### src/rtl/riscv_pkg.sv
`default_nettype none
// ============================================================================
// Module   : riscv_pkg
// Purpose  : Shared encodings for the memory-access stage: write-back source
//            select, load/store funct3 size codes, memory FSM state type and a
//            byte-enable helper.
// Ports    : none (package)
// Revision : 1.0 - initial release
// ============================================================================
package riscv_pkg;

    // Write-back source select (wbsel)
    localparam logic [1:0] c_WB_MEM = 2'b00;
    localparam logic [1:0] c_WB_ALU = 2'b01;
    localparam logic [1:0] c_WB_PC4 = 2'b10;

    // Load/store size and sign codes (funct3)
    localparam logic [2:0] c_F3_B  = 3'b000;
    localparam logic [2:0] c_F3_H  = 3'b001;
    localparam logic [2:0] c_F3_W  = 3'b010;
    localparam logic [2:0] c_F3_BU = 3'b100;
    localparam logic [2:0] c_F3_HU = 3'b101;

    typedef enum logic [1:0] {
        S_IDLE = 2'b00,
        S_REQ  = 2'b01,
        S_RESP = 2'b10
    } memState_t;

    // Byte lanes touched by an access. funct3[1:0] carries the size for both
    // signed and unsigned variants; the low address bits are already
    // aligned for the size by the caller.
    function automatic logic [3:0] byteEnable(input logic [2:0] funct3,
                                              input logic [1:0] addrLo);
        logic [3:0] be;
        case (funct3[1:0])
            2'b00:   be = 4'b0001 << addrLo;
            2'b01:   be = 4'b0011 << addrLo;
            default: be = 4'b1111;
        endcase
        return be;
    endfunction

endpackage
`default_nettype wire

### src/rtl/mem_access_load_align.sv
`default_nettype none
// ============================================================================
// Module   : load_align
// Purpose  : Extracts the addressed byte/halfword/word from a 32-bit read
//            word and sign- or zero-extends it according to funct3.
// Ports    : rdata    - raw word returned by data memory
//            addrLo   - byte offset within the word (size-aligned)
//            funct3   - load size/sign code
//            loadData - aligned, extended load value
// Revision : 1.0 - initial release
// ============================================================================
module load_align
    import riscv_pkg::*;
(
    input  logic [31:0] rdata,
    input  logic [1:0]  addrLo,
    input  logic [2:0]  funct3,
    output logic [31:0] loadData
);

    logic [31:0] w_shifted;

    always_comb begin
        w_shifted = rdata >> {addrLo, 3'b000};
        case (funct3)
            c_F3_B:  loadData = {{24{w_shifted[7]}}, w_shifted[7:0]};
            c_F3_H:  loadData = {{16{w_shifted[15]}}, w_shifted[15:0]};
            c_F3_BU: loadData = {24'h0, w_shifted[7:0]};
            c_F3_HU: loadData = {16'h0, w_shifted[15:0]};
            default: loadData = w_shifted;
        endcase
    end

endmodule
`default_nettype wire

### src/rtl/mem_access.sv
`default_nettype none
// ============================================================================
// Module   : mem_access
// Purpose  : MEM stage of the five-stage RISC-V pipeline. Issues loads and
//            stores on a valid/ready data-memory channel, stalls the front of
//            the pipeline while an access is outstanding and holds the MEM/WB
//            register that feeds write-back and forwarding.
// Ports    : clk, rst_n                        - clock, async active-low reset
//            regwriteM..pc4M                   - EX/MEM pipeline fields
//            dmem_req/we/be/addr/wdata         - memory request channel
//            dmem_ready                        - request accepted
//            dmem_rvalid, dmem_rdata           - load response strobe/data
//            stallM                            - freezes PC..EX/MEM
//            regwriteW..resultW                - MEM/WB fields and result
//            misalignM                         - misaligned-access pulse
// Config   : MEM_MISALIGN_TRAP_EN - when defined, misaligned H/W accesses are
//            dropped and flagged on misalignM; otherwise the offending low
//            address bits are ignored.
// Revision : 1.0 - initial release
// ============================================================================
module mem_access
    import riscv_pkg::*;
(
    input  logic        clk,
    input  logic        rst_n,
    input  logic        regwriteM,
    input  logic        memreadM,
    input  logic        memrwM,
    input  logic [1:0]  wbselM,
    input  logic [2:0]  funct3M,
    input  logic [4:0]  rdM,
    input  logic [31:0] ALUresM,
    input  logic [31:0] data_writeM,
    input  logic [31:0] pc4M,
    output logic        dmem_req,
    output logic        dmem_we,
    output logic [3:0]  dmem_be,
    output logic [31:0] dmem_addr,
    output logic [31:0] dmem_wdata,
    input  logic        dmem_ready,
    input  logic        dmem_rvalid,
    input  logic [31:0] dmem_rdata,
    output logic        stallM,
    output logic        regwriteW,
    output logic [1:0]  wbselW,
    output logic [4:0]  rdW,
    output logic [31:0] ALUresW,
    output logic [31:0] read_dataW,
    output logic [31:0] pc4W,
    output logic [31:0] resultW
`ifdef MEM_MISALIGN_TRAP_EN
    ,
    output logic        misalignM
`endif
);

    memState_t   r_state;
    memState_t   w_stateNext;

    logic        w_isStore;
    logic        w_isLoad;
    logic        w_memOp;
    logic        w_sizeH;
    logic        w_sizeW;
    logic        w_misalign;
    logic        w_access;
    logic [1:0]  w_addrLo;
    logic        w_req;
    logic        w_done;
    logic        w_stall;
    logic [31:0] w_wdataFmt;
    logic [31:0] w_loadData;

    // A store takes priority if both strobes are ever raised together.
    assign w_isStore = memrwM;
    assign w_isLoad  = memreadM & ~memrwM;
    assign w_memOp   = w_isStore | w_isLoad;
    assign w_sizeH   = (funct3M[1:0] == 2'b01);
    assign w_sizeW   = funct3M[1];

    // Low address bits forced to the natural alignment of the access size.
    assign w_addrLo = w_sizeW ? 2'b00 :
                      w_sizeH ? {ALUresM[1], 1'b0} : ALUresM[1:0];

`ifdef MEM_MISALIGN_TRAP_EN
    assign w_misalign = w_memOp & ((w_sizeH & ALUresM[0]) |
                                   (w_sizeW & (|ALUresM[1:0])));
    assign misalignM  = rst_n & w_misalign;
`else
    assign w_misalign = 1'b0;
`endif

    assign w_access = w_memOp & ~w_misalign;

    // ------------------------------------------------------------------
    // Access FSM
    // ------------------------------------------------------------------
    always_ff @(posedge clk or negedge rst_n) begin
        if (!rst_n) begin
            r_state <= S_IDLE;
        end else begin
            r_state <= w_stateNext;
        end
    end

    always_comb begin
        w_stateNext = r_state;
        w_req       = 1'b0;
        w_done      = 1'b0;
        case (r_state)
            S_IDLE: begin
                // Request goes out in the same cycle the instruction arrives.
                if (w_access) begin
                    w_req = 1'b1;
                    if (dmem_ready) begin
                        if (w_isStore) begin
                            w_done = 1'b1;
                        end else begin
                            w_stateNext = S_RESP;
                        end
                    end else begin
                        w_stateNext = S_REQ;
                    end
                end
            end
            S_REQ: begin
                w_req = 1'b1;
                if (dmem_ready) begin
                    if (w_isStore) begin
                        w_done      = 1'b1;
                        w_stateNext = S_IDLE;
                    end else begin
                        w_stateNext = S_RESP;
                    end
                end
            end
            S_RESP: begin
                if (dmem_rvalid) begin
                    w_done      = 1'b1;
                    w_stateNext = S_IDLE;
                end
            end
            default: begin
                w_stateNext = S_IDLE;
            end
        endcase
    end

    assign w_stall = w_access & ~w_done;

    // Outputs are gated with rst_n so an access is dropped the instant reset
    // asserts, even while EX/MEM still presents a memory instruction.
    assign stallM = rst_n & w_stall;

    // ------------------------------------------------------------------
    // Request channel
    // ------------------------------------------------------------------
    always_comb begin
        case (funct3M[1:0])
            2'b00:   w_wdataFmt = {4{data_writeM[7:0]}};
            2'b01:   w_wdataFmt = {2{data_writeM[15:0]}};
            default: w_wdataFmt = data_writeM;
        endcase
    end

    assign dmem_req   = rst_n & w_req;
    assign dmem_we    = dmem_req & w_isStore;
    assign dmem_be    = dmem_req ? byteEnable(funct3M, w_addrLo) : 4'b0000;
    assign dmem_addr  = dmem_req ? {ALUresM[31:2], 2'b00} : 32'h0;
    assign dmem_wdata = dmem_req ? w_wdataFmt : 32'h0;

    load_align u_loadAlign (
        .rdata    (dmem_rdata),
        .addrLo   (w_addrLo),
        .funct3   (funct3M),
        .loadData (w_loadData)
    );

    // ------------------------------------------------------------------
    // MEM/WB register
    // ------------------------------------------------------------------
    always_ff @(posedge clk or negedge rst_n) begin
        if (!rst_n) begin
            regwriteW  <= 1'b0;
            wbselW     <= 2'b00;
            rdW        <= 5'd0;
            ALUresW    <= 32'h0;
            read_dataW <= 32'h0;
            pc4W       <= 32'h0;
        end else if (!w_stall) begin
            regwriteW  <= regwriteM & ~w_misalign;
            wbselW     <= wbselM;
            rdW        <= rdM;
            ALUresW    <= ALUresM;
            pc4W       <= pc4M;
            // Only a completing load captures memory data; stray strobes
            // during non-load cycles never leak into write-back.
            read_dataW <= (w_isLoad & w_done) ? w_loadData : 32'h0;
        end else begin
            // Bubble into WB while the access is outstanding.
            regwriteW  <= 1'b0;
        end
    end

    always_comb begin
        case (wbselW)
            c_WB_MEM: resultW = read_dataW;
            c_WB_ALU: resultW = ALUresW;
            c_WB_PC4: resultW = pc4W;
            default:  resultW = 32'h0;
        endcase
    end

endmodule
`default_nettype wire

### config.mk
export PLATFORM = sky130hd
export DESIGN_NAME = mem_access
export DESIGN_NICKNAME = d
export VERILOG_FILES = /design/src/rtl/riscv_pkg.sv /design/src/rtl/mem_access_load_align.sv /design/src/rtl/mem_access.sv
export SDC_FILE = /design/constraint.sdc
export NUM_CORES = 1
export LEC_CHECK = 0
export ABC_AREA = 1
export BUFFER_PORTS_ARGS = -buffer_cell sky130_fd_sc_hd__buf_2
export CORE_AREA = 2 2 137 139
export CTS_CLUSTER_SIZE = 30
export DETAILED_ROUTE_END_ITERATION = 7
export DIE_AREA = 0 0 139 141
export PLACE_DENSITY = 0.62
export SETUP_SLACK_MARGIN = 0.2
export SYNTH_ARGS = -nofsm -noshare
export SYNTH_HDL_FRONTEND = slang
export SYNTH_SLANG_ARGS = --single-unit
### constraint.sdc
create_clock -name clk -period 1.9 [get_ports clk]
set_input_delay 0 -clock clk [delete_from_list [all_inputs] [get_ports clk]]
set_output_delay 0 -clock clk [all_outputs]
set_load 0.05 [all_outputs]
======== Word level (Yosys, flattened, before mapping) ========
Cells that the tools add are included.
word-level totals
  flip-flop bits (word level) ............. 106
  bits of input ports ..................... 145
  output and inout port bits .............. 207
  word-level logic and storage cells ...... 61
cells by class
  eq/ne operators ......................... 12
  shift-type cells ........................ 3
  multiplexer cells ....................... 25
  bitwise gates (word level) .............. 9
  reductions and logical operators ........ 5
operators by type and width
  operator             count
  $pmux 32 s4          1
  $mux 32              3
  $pmux 32 s3          1
  $pmux 32 s2          1
  $shr 32x5->32        1
  $mux 2               7
  $pmux 4 s2           1
  $mux 1               7
  $and 1x1->1          6
  $eq 2x1->1 const B   3
  $eq 3x3->1 const B   2
  $logic_not 2->1      3
  $ne 2x2->1 const B   3
  $pmux 2 s3           1
  $eq 2x2->1 const B   2
  $mux 4               1
  $reduce_and 4->1     1
  $shl 1x2->4 const A  1
  $shl 2x2->4 const A  1
  $eq 3x1->1 const B   1
  $logic_not 3->1      1
  $ne 3x3->1 const B   1
  $pmux 1 s3           1
  $not 1->1            2
  other kinds (2)      2

======== Logic depth before layout (Yosys ltp) ========
Gate-level depths: netlist of the first run.
  depth after elaboration ................. 8
  gate-level depth with buffers ........... 10
  gate-level depth less buffers ........... 8

======== Hierarchy ========
Synthesis of the first run repeated with hierarchy kept, for this count alone.
unflattened totals
  cell total of the unflattened synthesis .. 952
  area, all modules ....................... 6912.9 um2
modules (own cells, without submodules)
  module      times used  cells each  area an instance (um2)  seq. area each (um2)
  mem_access  1           794         5992.0                  2652.5
  load_align  1           158         920.9                   0.0

======== Worst setup path before layout of the first run ========
OpenSTA, ideal clock, no wires.
  kind .................................... reg-to-output
  start point ............................. reg r_state[1]
  end point ............................... out dmem_be[0]
  arrival time ............................ 2.422 ns
  required time ........................... 1.900 ns
  slack ................................... -0.522 ns
  stages on the path, launching flop included .. 5
  buffers on the path ..................... 1
  path through ............................ dfrtp_1 nor3_4 inv_2 buf_2 nor3_1
between the ends
  word-level cells in the longest chain between the ends .. 4
  elaborated cells on any way between the ends .. 5
  classes of those cells .................. eq/ne: 1; mux: 2; bitwise: 1; reduce/logical: 1
ends and longest elaborated chain
  what                                           RTL line           source
  start: declaration                             mem_access.sv:57   memState_t r_state;
  start signal: assignment                       mem_access.sv:102  r_state <= w_stateNext;
  $eq 2x1->1 or $logic_not 2->1 (tied branches)  mem_access.sv:110  case (r_state)
  $pmux 1 s2 (*)                                 mem_access.sv:110
  $and 1x1->1 (*)                                mem_access.sv:166  assign dmem_req = rst_n & w_req;
  via dmem_req                                   mem_access.sv:35   output logic dmem_req,
  $mux 4 (*)                                     mem_access.sv:168  assign dmem_be = dmem_req ? byteEnable(funct3M, w_addrLo) : 4'b0000;
  end: declaration                               mem_access.sv:37   output logic [3:0] dmem_be,
The timed path passes the listed nets; every way through them passes the cells marked *.

======== Final worst setup path of the first run ========
  start point ............................. reg r_state[0]
  end point ............................... out dmem_addr[27]
between the ends
  word-level cells in the longest chain between the ends .. 4
  elaborated cells on any way between the ends .. 5
  classes of those cells .................. eq/ne: 1; mux: 2; bitwise: 1; reduce/logical: 1
ends and longest elaborated chain
  what                                           RTL line           source
  $eq 2x1->1 or $logic_not 2->1 (tied branches)  mem_access.sv:110
  $pmux 1 s2 (*)                                 mem_access.sv:110
  $and 1x1->1 (*)                                mem_access.sv:166
  $mux 32 (*)                                    mem_access.sv:169  assign dmem_addr = dmem_req ? {ALUresM[31:2], 2'b00} : 32'h0;
  end: declaration                               mem_access.sv:38   output logic [31:0] dmem_addr,
Mark *: on every way between the ends. The rest lies on a longest branch, timed or not.

==> impl_metrics.ini, run 1 <==
[run_status]
status = finished, final reports clean

[cts]
cts_root_buf = clkbuf_16
htreeDepth = 3
clkLatencyLatePin_ns = 0.35
tritoncts = built
cts_made_buffers = 9
cts_sinks = 106
path_clk_slew_ns = 0.07
cts_buffer_depth = 2

[sta]
slew_violations = 0
rsz0062_at_grt = true
tns_ns = 0
min_period_ns = 1.70
setup_viol = 0
holdWs_ns = 0.0450
fin_crit_sh_pct = 89.7
max_slew_margin_pct = 51.2
hold_viol = 0
setup_ws_ns = 0.196
fin_worst_skew_ns = 0.00909
fmax_mhz = 587
worstMarginPinSlew_ns = 0.732

[placed_design]
dp_cells = 1367
pre_cts_slack_ns = 0.314
portBuffers = 349
hpwlAfterDp_um = 18200
gp_congestion = 0.908
place_area_um2 = 8170

[global_routing]
grt_max_degree = 55
antenna_found_initial = 2
grt_pass1_vias = 6998
gr-usage-all-layers_pct = 25.8
grt.overflow.total = 0
grt_pass1_wl_um = 39200

[floorplan]
fp.dieH_um = 141
rows = 50
start_util_pct = 32.6
core_um2 = 18300
dieWidth_um = 139
die-area_um2 = 19600
ioPinCount = 352

[yosys]
ys_seq_area_share_pct = 44.5
synth_ff_type = dfrtp_1
ys_ff_latch = 106
ys_warn_count = 0
syn_area_per_cell_um2 = 7.31
synth_cells = 816
ys_async_sr_fraction_pct = 100
synth_edf_count = 0
ys_types = 33
netlist_area_um2 = 5960

[power_and_ir_drop]
power_density_nw_per_um2 = 1150
p_leak_nw = 5.35
vdd_ir_drop_max_v = 0.000827
finalPower_mw = 11.5

[route]
firstDrtPassIters = 5
wl_um = 27200
drt_first_iter_violations = 543
vias = 7260
vias_per_cell = 4.94
drcViolationCount = 0
post_drt_wl_per_cell_um = 18.5
drtAntennaViolNets = 0

[cells_and_area]
utilization_pct = 55.2
post-route-cell-area_um2 = 10100
fill_cells = 1704
layout_common_cells = buf_2 (250), nand2_1 (225), inv_1 (121)
fin_cells = 1470
syn2layout_area_growth_pct = 69.0
drive_above_1_share_pct = 40.4
final_common_cell = buf_2
nets = 1374

[hold_path]
hold_path_class = input pin to flip-flop

[critical_path]
crit_type = flip-flop to output port
cp.arrival_ns = 1.70
cp-end-kind = output port
cp_max_fo = 13
crit_required_ns = 1.90
startpoint_type = flip-flop

[flow_run]
drv_cap = 0
-- worst max-delay path, stage by stage, from the launching register on --
cell       delay, ns
dfrtp_1         0.37
nor2_2          0.06
nor3_4          0.16
buf_6           0.16
inv_8           0.07
clkbuf_16       0.21
nor2_2          0.14
buf_6           0.18
-- worst paths after layout --
path	from	end	slack, ns	cells after the start
max in group asynchronous	rst_n	ALUresW[26]	0.90	3
max	r_state[0]	dmem_addr[27]	0.20	7
max reg2reg	r_state[0]	ALUresW[7]	0.33	7
min reg2reg	rdW[2]	rdW[2]	0.48	2
min in group asynchronous	rst_n	r_state[0]	0.49	3
min	ALUresM[0]	ALUresW[0]	0.05	3
-- final cells by class --
| class | count | area [µm²] | share of cell area, % |
|---|---|---|---|
| diodes | 2 | 5.00 | 0.0497 |
| clock buffers | 12 | 256 | 2.55 |
| flip-flops and latches | 106 | 2650 | 26.3 |
| multi-input cells | 532 | 2960 | 29.4 |
| clock inverters | 4 | 26.3 | 0.261 |
| repair buffers | 451 | 3380 | 33.6 |
| well taps | 234 | 293 | 2.91 |
| inverters | 129 | 497 | 4.93 |
-- sequential cells by signal, summed over array words and instances, names as in the netlist --
signal	flops
regwriteW	1
rdW	5
wbselW	2
ALUresW	32
read_dataW	32
pc4W	32
r_state	2
-- power by group --
part           switching [mW]  internal (mW)
Sequential              0.278           2.70
Clock                   0.828          0.960
Combinational            4.95           1.82
Total                    6.06           5.48
-- cells in the mapped netlist, types with 7 or more instances --
library cell	number	area share [%]
a21oi_1	23	1.9
nand3_1	13	1.1
nand3_2	7	1.2
o21ai_0	92	7.7
nor2_1	99	6.2
nand2_1	225	14
o221ai_1	40	5.9
dfrtp_1	106	44
inv_1	121	7.6
buf_4	13	1.6
clkbuf_1	12	0.76
buf_2	18	1.5
-- layer usage --
metal | track usage (%) | vias to the layer above | part of all wire (%)
met5 | 0 | - | 0.048
li1 | - | 3421 | -
met4 | 8.40 | 2 | 2.6
met1 | 31.7 | 3423 | 40
met3 | 4.65 | 47 | 7.1
met2 | 45.8 | 367 | 50
-- cells by family (layout without fill, tap and decap cells) --
logic type / after synthesis / count (layout) / synth area share [%]
simple gates: 361 / 361 / 25.3
buf+inv: 179 / 596 / 12.9
compound gates: 169 / 169 / 17.3
flops: 106 / 106 / 44.5
other cells: 1 / 4 / 0.0629
-- repair_timing --
action / 4_1_cts / 5_1_grt
setup endpoints to repair: 99 / 153
endpoints found under the hold margin: 178 / 0
pin swaps: 4 / 9
setup buffers: 3 / 1
gates cloned: 4 / 4
hold buffers: 73 / 0
resized for setup: 103 / 113
Power figures use the tool's default switching activity.
==> inputs of run 2 (changes only) <==
Settings changed: GPL_TIMING_DRIVEN set to 0, HOLD_SLACK_MARGIN set to 0.06.
==> run 2 against run 1 <==
Against the previous run:
- hold slack improved by 0.036 ns
- core utilization rose by 2.4 points
- design area rose by 4.3%
- final cell count rose by 3.4%
- sequential share of layout area fell by 1.1 points
- non-clock buffer count rose by 50
- clock skew fell by 0.00054 ns
- via count rose by 1.9%
- maximum frequency fell by 2.6%
- first-iteration DRC count fell by 16%
- clock-buffer cell count fell by 1
- clock power rose by 13%
- critical path type unchanged
- critical endpoint is now stallM
==> impl_metrics.ini, run 2 (synthesized netlist as in run 1, its figures left out) <==
[floorplan]
ioPinCount = 352
rows = 50
dieWidth_um = 139
start_util_pct = 32.6
core_um2 = 18300
fp.dieH_um = 141
die-area_um2 = 19600

[critical_path]
cp_max_fo = 4
path_cells = buf_6 -> inv_4 -> nor2_2 -> nand2_2 -> nand3_4 -> buf_8 -> buf_12 -> nor2_4 -> buf_6
critical_path_depth = 9
cp.arrival_ns = 1.75
endpoint = stallM
cp_top_family = buffers and inverters
cp-startpoint = r_state[1]
r2r_cells = 8
rrSetupSlack_ns = 0.22
r2r_start = r_state[1]
crit_required_ns = 1.90
crit_buf_inv = 5
cp-end-kind = output port
crit_type = flip-flop to output port
r2r-end = read_dataW[8]
cp_common_cell = buf_6
cp_slowest_cell = dfrtp_2
critPathMaxStageDelay_ns = 0.46
startpoint_type = flip-flop

[power_and_ir_drop]
p_leak_nw = 5.61
power_frac_clock_pct = 16.7
finalPower_mw = 12.1
pwr-share-seq_pct = 24.7
p_sw_mw = 6.16
swShare_pct = 50.9
internal_power_mw = 5.95
power_density_nw_per_um2 = 1150
vdd_ir_drop_max_v = 0.000712
combPwrFrac_pct = 58.6

[sta]
fmax_mhz = 572
rsz0062_at_grt = true
setup_viol = 0
fin_crit_sh_pct = 92.1
worstMarginPinSlew_ns = 0.574
min_period_ns = 1.75
holdWs_ns = 0.0815
hold_viol = 0
fin_worst_skew_ns = 0.00856
slew_violations = 0
setup_ws_ns = 0.151
max_slew_margin_pct = 61.7

[route]
firstDrtPassIters = 5
post_drt_wl_per_cell_um = 18.2
wl_um = 27700
drtAntennaViolNets = 0
vias_per_cell = 4.87
drcViolationCount = 0
drt_first_iter_violations = 454
vias = 7400

[run_status]
status = finished, final reports clean

[global_routing]
grt_max_degree = 44
grt_pass1_vias = 7391
grt_pass1_wl_um = 41000
grt.overflow.total = 0
antenna_found_initial = 4
gr-usage-all-layers_pct = 27.0

[cells_and_area]
nets = 1424
final_common_cell = buf_2
drive_above_1_share_pct = 42.3
reg_top3 = ALUresW (32), pc4W (32), read_dataW (32)
layout_common_cells = buf_2 (258), nand2_1 (222), inv_1 (120)
syn2layout_area_growth_pct = 76.3
post-route-cell-area_um2 = 10500

[cts]
clkLatencyLatePin_ns = 0.35
htreeDepth = 3
cts_sinks = 106
path_clk_slew_ns = 0.07
cts_made_buffers = 9
cts_root_buf = clkbuf_16
tritoncts = built
cts_buffer_depth = 2

[placed_design]
hpwlAfterDp_um = 20300
pre_cts_slack_ns = -0.519
place_area_um2 = 8310
portBuffers = 348
gp_congestion = 0.861

[flow_run]
drv_cap = 0

[hold_path]
hold_path_class = input pin to flip-flop
==> run 2: changes by cell type in the layout (fill, tap and decap cells not counted), sizes merged <==
| cell | before | now |
|---|---|---|
| buf | 361 | 407 |
| clkinv | 4 | 2 |
| diode | 2 | 3 |
| bufinv | 0 | 2 |
| bufbuf | 0 | 1 |
| dlygate4sd3 | 73 | 82 |
| clkbuf | 29 | 22 |
==> run 2: final cells by class <==
class	instances	area (µm²)
diodes	3	7.51
plain buffers	50	487
clock buffers	11	243
clock inverters	4	76.3
fillers	1635	7760
inverters	129	497
multi-input cells	532	3000
flip-flops and latches	106	2660
well taps	234	293
repair buffers	451	3250
==> run 2: worst min path at each step <==
stage,startpoint,to,slack [ns],cells past startpoint
after floorplan,rst_n,ALUresW[0],-0.30,0
after global placement,regwriteM,regwriteW,0.19,3
after detailed placement,rst_n,pc4W[16],0.06,1
after CTS,dmem_rdata[16],read_dataW[0],0.06,4
after global routing,dmem_rdata[13],read_dataW[5],0.09,4
final,dmem_rdata[6],read_dataW[6],0.08,5
==> run 2: metal layers <==
| layer | up-vias | global-route usage [%] | routed length, µm |
|---|---|---|---|
| met4 | 0 | 10.7 | 861 |
| met5 | - | 0 | 0 |
| li1 | 3540 | - | - |
| met3 | 52 | 5.40 | 1950 |
| met2 | 367 | 48.0 | 13900 |
| met1 | 3441 | 32.2 | 11000 |
==> run 2: worst register-to-register path, stage by stage, from the launching register on <==
cell and delay (ns):
dfrtp_2 0.46, buf_6 0.14, inv_4 0.05, nor2_2 0.04
nand4_2 0.14, clkinv_1 0.31, buf_4 0.29, nand2_1 0.10
nand2_1 0.05
==> run 2: per-stage QoR <==
| stage | instances | setup TNS, ns | utilization, % |
|---|---|---|---|
| global placement | 1399 | -169.46 | 45.3 |
| floorplan | 817 | 0 | - |
| finish | 1520 | 0 | 57.5 |
| detailed placement | 1400 | -28.62 | 45.5 |
| CTS | 1512 | 0 | 55.8 |
| global route | 1520 | 0 | 57.5 |
==> run 2: what timing repair did <==
item / CTS / global route
pin swaps: 7 / 13
setup buffers: 9 / 4
gates cloned: 2 / 1
setup endpoints to repair: 101 / 155
hold buffers: 86 / 0
resized for setup: 173 / 89
endpoints found under the hold margin: 176 / 0
==> run 2: power groups by stage <==
stage	Combinational (mW)	Sequential [mW]	Clock, mW
detailed placement	6.01	3.01	0
global placement	5.98	2.99	0
floorplan	2.83	4.53	0
CTS	6.74	2.97	2.08
global route	7.41	3.04	2.17
finish	7.10	2.99	2.03
==> inputs of run 3 (changes only) <==
Settings changed: BUFFER_PORTS_ARGS -buffer_cell sky130_fd_sc_hd__buf_2 to -buffer_cell sky130_fd_sc_hd__clkbuf_2.
==> run 3 against run 2 <==
Against the previous run:
- the run now ends with hold timing left
- sequential cell count stayed put
- power is 1.4% higher
- register-to-register slack better by 0.05 ns
- critical path depth is 3 lower
- via count is 1.1% higher
- global-route usage is 0.22 points higher
- sequential share of layout area is 1.0 points lower
- final cell count is 0.59% lower
- non-clock buffer count is 7 lower
==> impl_metrics.ini, run 3 (synthesized netlist as in run 1, its figures left out) <==
[placed_design]
portBuffers = 348
dp_cells = 1399
gp_congestion = 0.853
hpwlAfterDp_um = 20100

[global_routing]
grt_pass1_vias = 7454
gr-usage-all-layers_pct = 27.2
grt_max_degree = 108
grt_pass1_wl_um = 41300
grt.overflow.total = 0
antenna_found_initial = 0

[floorplan]
start_util_pct = 32.6
rows = 50
fp.dieH_um = 141
core_um2 = 18300
die-area_um2 = 19600
ioPinCount = 352
dieWidth_um = 139

[critical_path]
r2r-end = pc4W[16]
cp_slowest_cell = dfrtp_2
r2r_cells = 9
cp_max_fo = 4
startpoint_type = flip-flop
rrSetupSlack_ns = 0.27
critical_path_depth = 6
cp_common_cell = buf_6
crit_buf_inv = 3
critPathMaxStageDelay_ns = 0.45
cp-end-kind = output port
path_cells = nor3_4 -> buf_6 -> buf_6 -> o221ai_4 -> nor2_2 -> buf_8
cp_top_family = buffers and inverters
crit_type = flip-flop to output port
crit_required_ns = 1.90
cp.arrival_ns = 1.78
r2r_start = r_state[1]

[cells_and_area]
layout_common_cells = clkbuf_2 (251), nand2_1 (223), inv_1 (120)
fill_cells = 1586
nets = 1417
multiInputGateArea_um2 = 3170
final_common_cell = clkbuf_2
reg_top3 = ALUresW (32), pc4W (32), read_dataW (32)
register_area_um2 = 2660
antenna_cells = 0
utilization_pct = 59.9
fin_cells = 1511
drive_above_1_share_pct = 41.8
syn2layout_area_growth_pct = 83.5

[route]
vias = 7482
drt_first_iter_violations = 399
drcViolationCount = 0
drtAntennaViolNets = 0
wl_um = 28100
firstDrtPassIters = 5
post_drt_wl_per_cell_um = 18.6
vias_per_cell = 4.95

[sta]
fin_worst_skew_ns = 0.0128
fmax_mhz = 562
max_slew_margin_pct = 58.2
rsz0062_at_grt = true
fin_crit_sh_pct = 93.6
tns_ns = 0
setup_viol = 0
worstMarginPinSlew_ns = 0.626
slew_violations = 0
min_period_ns = 1.78
holdWs_ns = -0.417
hold_viol = 106

[run_status]
violations = hold timing
status = finished with violations

[cts]
htreeDepth = 3
tritoncts = built
hold_buffers = 84
cts_made_buffers = 9
cts_root_buf = clkbuf_16
cts_sinks = 106
clkLatencyLatePin_ns = 0.35
path_clk_slew_ns = 0.08
cts_buffer_depth = 2

[power_and_ir_drop]
p_leak_nw = 5.66
finalPower_mw = 12.3
vdd_ir_drop_max_v = 0.000715
power_density_nw_per_um2 = 1120

[flow_run]
drv_cap = 0

[hold_path]
hold_path_class = input pin to asynchronous set/reset pin
-- run 3: cell count changes in the layout (fill, tap and decap cells not counted), moves of 9 or more --
cell / previous run / this run
nor2_4: 18 / 53
buf_4: 88 / 30
buf_2: 258 / 9
o21ai_0: 74 / 91
clkbuf_4: 0 / 9
buf_6: 44 / 18
clkbuf_8: 4 / 20
clkbuf_2: 2 / 251
buf_8: 7 / 61
o21ai_1: 19 / 2
nor2_2: 49 / 13
-- run 3: worst max-delay path by stage --
| stage | slack, ns | to | startpoint |
|---|---|---|---|
| final | 0.12 | dmem_wdata[13] | r_state[1] |
| after global routing | 0.06 | dmem_wdata[13] | r_state[1] |
| after CTS | 0.11 | dmem_wdata[28] | r_state[1] |
| after detailed placement | -0.46 | dmem_be[2] | rst_n |
| after global placement | -2.04 | dmem_be[2] | rst_n |
| after floorplan | 0.01 | resultW[10] | wbselW[0] |
-- run 3: worst register-to-register path, delay by kind of cell, from the launching register on --
| family | cells | cell delay, ns |
|---|---|---|
| buffers and inverters | 4 | 0.59 |
| and+or+nand+nor | 4 | 0.44 |
| DFF | 1 | 0.41 |
| AOI/OAI and AO/OA | 1 | 0.09 |
-- run 3: cell type report --
cell class / instances / share of cell area, %
Tap cell: 234 / 2.68
Sequential cell: 106 / 24.3
Inverter: 129 / 4.60
Buffer: 50 / 4.19
Clock inverter: 6 / 0.640
Clock buffer: 10 / 2.18
Timing Repair Buffer: 444 / 32.4
Multi-Input combinational cell: 532 / 29.0
-- run 3: per-layer routing --
metal	global-route usage, %	part of all wire (%)
met1	32.3	39
met2	47.7	50
met3	6.11	6.8
met4	11.5	3.7
met5	0	0
-- run 3: repair_timing --
item                                   in CTS  in global routing
pin swaps                                   9                 12
gates cloned                                2                  0
setup endpoints to repair                 101                137
endpoints found under the hold margin     188                106
gates resized for setup                   238                160
buffers inserted                            9                  1
-- run 3: power by group --
group          internal, mW  switching (mW)  leakage, nW
sequential             2.70           0.304         1.35
combinational          2.19            5.13         4.16
clock                  1.07           0.888        0.154
total                  5.96            6.32         5.66
-- run 3: through the flow --
step	instance area [µm²]	setup WS, ns
after global routing	10900	0.0571
after global placement	8280	-2.04
final	10900	0.122
after floorplan	6240	0.00950
after CTS	10500	0.109
after detailed placement	8290	-0.461
